[src/rtl/lsu_pkg.sv]
// Shared types and constants for the load/store unit: FSM states, access
// size encodings and the request legality check.
package lsu_pkg;

  typedef enum logic [1:0] {
    IDLE   = 2'd0,
    ACCESS = 2'd1,
    WRITE  = 2'd2,
    RESP   = 2'd3
  } state_t;

  localparam logic [1:0] SIZE_B = 2'b00;
  localparam logic [1:0] SIZE_H = 2'b01;
  localparam logic [1:0] SIZE_W = 2'b10;

  localparam int WORD_BYTES = 4;
  localparam int LANE_W     = $clog2(WORD_BYTES);

  // Misaligned half/word accesses and the reserved size code are rejected.
  function automatic logic req_bad(input logic [1:0] size, input logic [LANE_W-1:0] lane);
    case (size)
      SIZE_B:  return 1'b0;
      SIZE_H:  return lane[0];
      SIZE_W:  return lane != '0;
      default: return 1'b1;
    endcase
  endfunction

endpackage

[src/rtl/lsu_lane_align.sv]
// Little-endian lane handling: load extraction with sign/zero extension and
// read-modify-write merge of a byte or half into the old memory word.
module lsu_lane_align
  import lsu_pkg::*;
(
  input  logic [1:0]        size,
  input  logic              is_unsigned,
  input  logic [LANE_W-1:0] lane,
  input  logic [31:0]       rd_word,
  input  logic [31:0]       old_word,
  input  logic [31:0]       wdata,
  output logic [31:0]       load_data,
  output logic [31:0]       store_word
);

  logic [4:0]  shamt;
  logic [31:0] shifted;
  logic [31:0] lane_mask;
  logic [31:0] lane_data;

  always_comb begin
    shamt      = {lane, 3'b000};
    shifted    = rd_word >> shamt;
    load_data  = shifted;
    lane_mask  = '0;
    lane_data  = '0;
    store_word = wdata;
    case (size)
      SIZE_B: begin
        load_data  = is_unsigned ? {24'h0, shifted[7:0]} : {{24{shifted[7]}}, shifted[7:0]};
        lane_mask  = 32'h0000_00FF << shamt;
        lane_data  = {24'h0, wdata[7:0]} << shamt;
        store_word = (old_word & ~lane_mask) | lane_data;
      end
      SIZE_H: begin
        load_data  = is_unsigned ? {16'h0, shifted[15:0]} : {{16{shifted[15]}}, shifted[15:0]};
        lane_mask  = 32'h0000_FFFF << shamt;
        lane_data  = {16'h0, wdata[15:0]} << shamt;
        store_word = (old_word & ~lane_mask) | lane_data;
      end
      default: ;
    endcase
  end

endmodule

[src/rtl/load_store_unit.sv]
// Single-outstanding load/store unit for a word-indexed, async-read,
// sync-write data memory; sub-word stores use a read-modify-write cycle.
module load_store_unit
  import lsu_pkg::*;
#(
  parameter int DATA_WIDTH = 32
) (
  input  logic                  clk,
  input  logic                  rst,
  input  logic                  req_valid,
  output logic                  req_ready,
  input  logic                  req_we,
  input  logic [1:0]            req_size,
  input  logic                  req_unsigned,
  input  logic [DATA_WIDTH-1:0] req_addr,
  input  logic [DATA_WIDTH-1:0] req_wdata,
  output logic                  rsp_valid,
  output logic [DATA_WIDTH-1:0] rsp_rdata,
  output logic                  rsp_err,
  output logic [DATA_WIDTH-1:0] mem_addr,
  output logic                  mem_we,
  output logic [DATA_WIDTH-1:0] mem_wd,
  input  logic [DATA_WIDTH-1:0] mem_rd
);

  state_t          state, state_next;
  logic            we_q;
  logic [1:0]      size_q;
  logic            unsigned_q;
  logic [31:0]     addr_q;
  logic [31:0]     wdata_q;
  logic [31:0]     old_word_q;
  logic [31:0]     load_data;
  logic [31:0]     store_word;
  logic            accept;
  logic            bad;
  logic            sub_word_store;

  assign req_ready      = (state == IDLE);
  assign accept         = req_valid && req_ready;
  assign bad            = req_bad(req_size, req_addr[LANE_W-1:0]);
  assign sub_word_store = we_q && (size_q != SIZE_W);

  lsu_lane_align u_align (
    .size        (size_q),
    .is_unsigned (unsigned_q),
    .lane        (addr_q[LANE_W-1:0]),
    .rd_word     (mem_rd),
    .old_word    (old_word_q),
    .wdata       (wdata_q),
    .load_data   (load_data),
    .store_word  (store_word)
  );

  always_comb begin
    state_next = state;
    case (state)
      IDLE:    if (accept) state_next = bad ? RESP : ACCESS;
      ACCESS:  state_next = sub_word_store ? WRITE : RESP;
      WRITE:   state_next = RESP;
      RESP:    state_next = IDLE;
      default: state_next = IDLE;
    endcase
  end

  // Memory port: address is held for the whole access, write strobe is
  // killed combinationally by reset so an in-flight merge never lands.
  always_comb begin
    mem_addr = (state == IDLE) ? '0 : {2'b00, addr_q[31:2]};
    mem_we   = 1'b0;
    mem_wd   = '0;
    if (state == ACCESS && we_q && !sub_word_store) begin
      mem_we = 1'b1;
      mem_wd = wdata_q;
    end else if (state == WRITE) begin
      mem_we = 1'b1;
      mem_wd = store_word;
    end
    if (rst) mem_we = 1'b0;
  end

  always_ff @(posedge clk) begin
    if (rst) begin
      state      <= IDLE;
      we_q       <= 1'b0;
      size_q     <= SIZE_B;
      unsigned_q <= 1'b0;
      addr_q     <= '0;
      wdata_q    <= '0;
      old_word_q <= '0;
      rsp_valid  <= 1'b0;
      rsp_rdata  <= '0;
      rsp_err    <= 1'b0;
    end else begin
      state     <= state_next;
      rsp_valid <= (state_next == RESP);
      case (state)
        IDLE: if (accept) begin
          we_q       <= req_we;
          size_q     <= req_size;
          unsigned_q <= req_unsigned;
          addr_q     <= req_addr;
          wdata_q    <= req_wdata;
          rsp_err    <= bad;
          rsp_rdata  <= '0;
        end
        ACCESS: begin
          if (!we_q) rsp_rdata <= load_data;
          else if (sub_word_store) old_word_q <= mem_rd;
        end
        default: ;
      endcase
    end
  end

endmodule
[config.mk]
export PLATFORM = sky130hd
export DESIGN_NAME = load_store_unit
export DESIGN_NICKNAME = d
export VERILOG_FILES = /design/src/rtl/lsu_pkg.sv /design/src/rtl/lsu_lane_align.sv /design/src/rtl/load_store_unit.sv
export SDC_FILE = /design/constraint.sdc
export NUM_CORES = 1
export LEC_CHECK = 0
export ABC_AREA = 1
export CORE_AREA = 4 4 137 139
export CTS_CLUSTER_DIAMETER = 80
export DETAILED_ROUTE_END_ITERATION = 7
export DIE_AREA = 0 0 141 143
export PLACE_DENSITY = 0.72
export REMOVE_ABC_BUFFERS = 1
export SYNTH_ARGS = -nofsm -noshare
export SYNTH_HDL_FRONTEND = slang
export SYNTH_HIERARCHICAL = 1
export SYNTH_SLANG_ARGS = --single-unit
[constraint.sdc]
create_clock -name clk -period 3.4 [get_ports clk]
set_input_delay 0.68 -clock clk [delete_from_list [all_inputs] [get_ports clk]]
set_output_delay 0.68 -clock clk [all_outputs]
set_load 0.1 [all_outputs]
==> results.md <==
* DRC Markers at 0
* Fmax achieved at 318 MHz
* # diodes at 0
* Final min period at between 3 and 4 ns
* CTS max path bufs at 2
* Post-CTS resize count at 0
* Synth Flop Type: dfxtp_1
* Status: complete, no violations
* Final Cell Area at roughly 11,000 µm²
* LEAKAGE at between 0.004 and 0.005 µW
* Vias in the first global route at between 7,000 and 8,000
* FF+latch count, synth at between 100 and 150
* Worst Path Max Fanout at 22
* DR vias at 8,720
* Worst Path Arrival at approximately 2.5 ns
* Port bufs at 200
* Worst hold path type: flop to flop
* VDD IR max at around 0.00071 V
* Total track usage at a little under a quarter
* Post-Synthesis Cells at 1,299
* Setup TNS at 0 ns
* Min-Delay Endpoint: addr_q[23]
* CP cell instances: inv_1 > ha_1 > nand2_2 > inv_1 > nand2_2 > buf_4 > nor2_1 > a21oi_1 > buf_12
* Max_cap viols at 0
* Clk Latency, worst-skew pair at 0.42 ns
* Least-Margin Pin Slew at between 1 and 1.5 ns
* Count leader, synth: nor2_1
* Clock Skew at roughly 0.0083 ns
* Sequential area share after synthesis at roughly a third
* Crit path launch type: flop
* DR WL/cell at around 14 µm
* Synth top area share at approximately 34%
* Fraction of layout cells with a size suffix above 1 at between 10% and 20%
* 1st-iter DRT viols at around 660
* GRT Residual Overflow at 0
* Worst setup margin at between 0.2 and 0.3 ns
* R2r endpoint: rsp_rdata[26]
* Clock sink count at around 140
* Hold path depth at 2
* Largest cells by area after synthesis: dfxtp_1 (34%), nor2_1 (14%), nand2_1 (13%), a21oi_1 (9.0%), nand3_1 (7.8%)
* Max-slew violations at 0
* Commonest cells in the netlist: nor2_1 (291), nand2_1 (269), a21oi_1 (143)
* CP top delay family: buffers and inverters
* Initial antenna violation count at 0
* Async SR Flop Fraction at 0%
* DRT Wirelength at between 20,000 and 25,000 µm
* Filler cell count at between 1,500 and 2,000
* Num CTS Buffers at 17
* Die ar. at about 20,000 µm²
* Slowest library cell on the worst path: dfxtp_1
* Initial core utilization at approximately 45%
* CTS HTree Levels at 4
* Vias per cell at around 5.2
* Final Core Density at 60.3%
* Final setup violation count at 0
* Reg clk slew, reported paths at around 0.060 ns
* Post-synth top area cell: dfxtp_1
* Hold buffers post-CTS at 0
* CTS tree: yes
* Number of enable flip-flop cells after synthesis at 0
* Die Width at between 100 and 150 µm
* RSZ-0062 raised after global routing: false
* Distinct cells, synth at 32
* Worst R2R Start: state[1]
* Die Ht at ~140 µm
* Final ANT Viol Nets at 0
* Placed Instance Area at 10,000 µm²
* Detailed-placement wirelength estimate at roughly 17,000 µm
* Placer congestion estimate at 0.877
* Final Net Count at ~1,500
* Area Overhead vs Synth at 33.3%
* R2R cell count at 9
* Max-slew headroom at 29.8%
* Pwr Density at between 900 and 1000 nW/µm²
* Post-CTS Setup Repair Bufs at 0
* Setup slack, reg-to-reg at around 0.80 ns
* Place WS at between 0.5 and 0.6 ns
* Total power at 9990 µW
* Core box area at around 18,000 µm²
* Mapped Avg Cell Area at 6.15 µm²
* First-pass GRT wire length at roughly 39,000 µm
* Yosys warns at 6
* Largest net degree at the start of global routing at between 90 and 100
* Mapped cell area at approximately 8000 µm²
* Buf/Inv on CP at 4
* # IOs at ~200
* Final Hold Fails at 0
* Req. time, crit path at between 2 and 3 ns
* # rows at between 40 and 50
* Hold Startpoint: addr_q[23]
* Root buf cell: clkbuf_16
* Ratio of final minimum period to clock period at ~93%
* CP endpoint kind: output port
* Kind of critical path: flop to output port
* Number of detailed-route iterations in the first pass at 5
* Crit-path max cell delay at 0.35 ns
[metrics by stage]
step | std cells | hold slack (ns)
6_report | 1674 | 0.451
5_1_grt | 1674 | 0.476
4_1_cts | 1674 | 0.455
3_5_place_dp | 1642 | 0.445
3_3_place_gp | 1642 | 0.442
2_1_floorplan | 1196 | 0.432
[logic make-up after synthesis]
logic type,share of synthesized area (%)
other,0.0470
AO/OA/AOI/OAI,18.1
adder cells (fa/ha/maj),1.25
flip-flops,34.1
buffers and inverters,11.1
AND/OR/NAND/NOR,35.4
[tightest hold or removal path: stages (launching register included)]
cell     delay (ns)
dfxtp_1        0.30
inv_1          0.06
a21oi_1        0.05
[cell usage in the layout (no fill, tap or decap), types with 2 or more instances in the layout]
| master | n |
|---|---|
| dfxtp_1 | 136 |
| inv_2 | 5 |
| nor2_1 | 291 |
| o211ai_1 | 7 |
| nand2_1 | 268 |
| o21ai_1 | 5 |
| clkinvlp_4 | 3 |
| clkbuf_16 | 17 |
| o21ai_0 | 117 |
| inv_6 | 2 |
| buf_12 | 35 |
| nor2_4 | 2 |
| clkdlybuf4s50_1 | 104 |
| nand2_2 | 4 |
| a21oi_1 | 143 |
| a21boi_0 | 4 |
| nand3_1 | 125 |
| inv_1 | 68 |
| ha_1 | 7 |
| conb_1 | 2 |
| buf_4 | 78 |
| clkbuf_8 | 2 |
| clkinv_2 | 4 |
| bufinv_16 | 4 |
[sequential cells by signal, summed over array words and instances (netlist names)]
signal,flops
rsp_rdata,32
rsp_valid,1
rsp_err,1
unsigned_q,1
old_word_q,32
we_q,1
addr_q,32
state,2
size_q,2
wdata_q,32
[worst max-delay path by stage]
stage,slack [ns],cells past startpoint,startpoint,end
2_1_floorplan,-1.89,6,state[1],mem_wd[0]
3_3_place_gp,0.60,8,size_q[1],mem_wd[8]
3_5_place_dp,0.59,8,size_q[1],mem_wd[24]
4_1_cts,0.15,8,size_q[1],mem_wd[24]
5_1_grt,0.05,8,size_q[1],mem_wd[18]
6_report,0.25,9,state[1],mem_wd[2]
[routing by layer]
metal	global-route usage (%)	routed length, µm	vias up
met2	40.5	11400	320
met4	7.24	339	0
met1	28.0	10000	3942
li1	-	-	4434
met5	0	0	-
met3	8.07	2440	24
[final cells by class]
| cell class | instances | area, µm² | share of cell area (%) |
|---|---|---|---|
| clock buffer | 20 | 457 | 4.29 |
| clock inverter | 12 | 173 | 1.62 |
| inverter | 75 | 290 | 2.73 |
| multi-input combinational | 985 | 4390 | 41.2 |
| sequential | 136 | 2720 | 25.6 |
| tap | 229 | 287 | 2.69 |
| timing repair buffer | 217 | 2330 | 21.9 |
[power by group]
| group | internal [µW] | total (µW) | switching [µW] |
|---|---|---|---|
| clock network | 1260 | 1970 | 709 |
| logic | 1440 | 5660 | 4220 |
| registers | 2050 | 2350 | 301 |
| total | 4760 | 9990 | 5230 |
(Power assumes the default switching activity.)
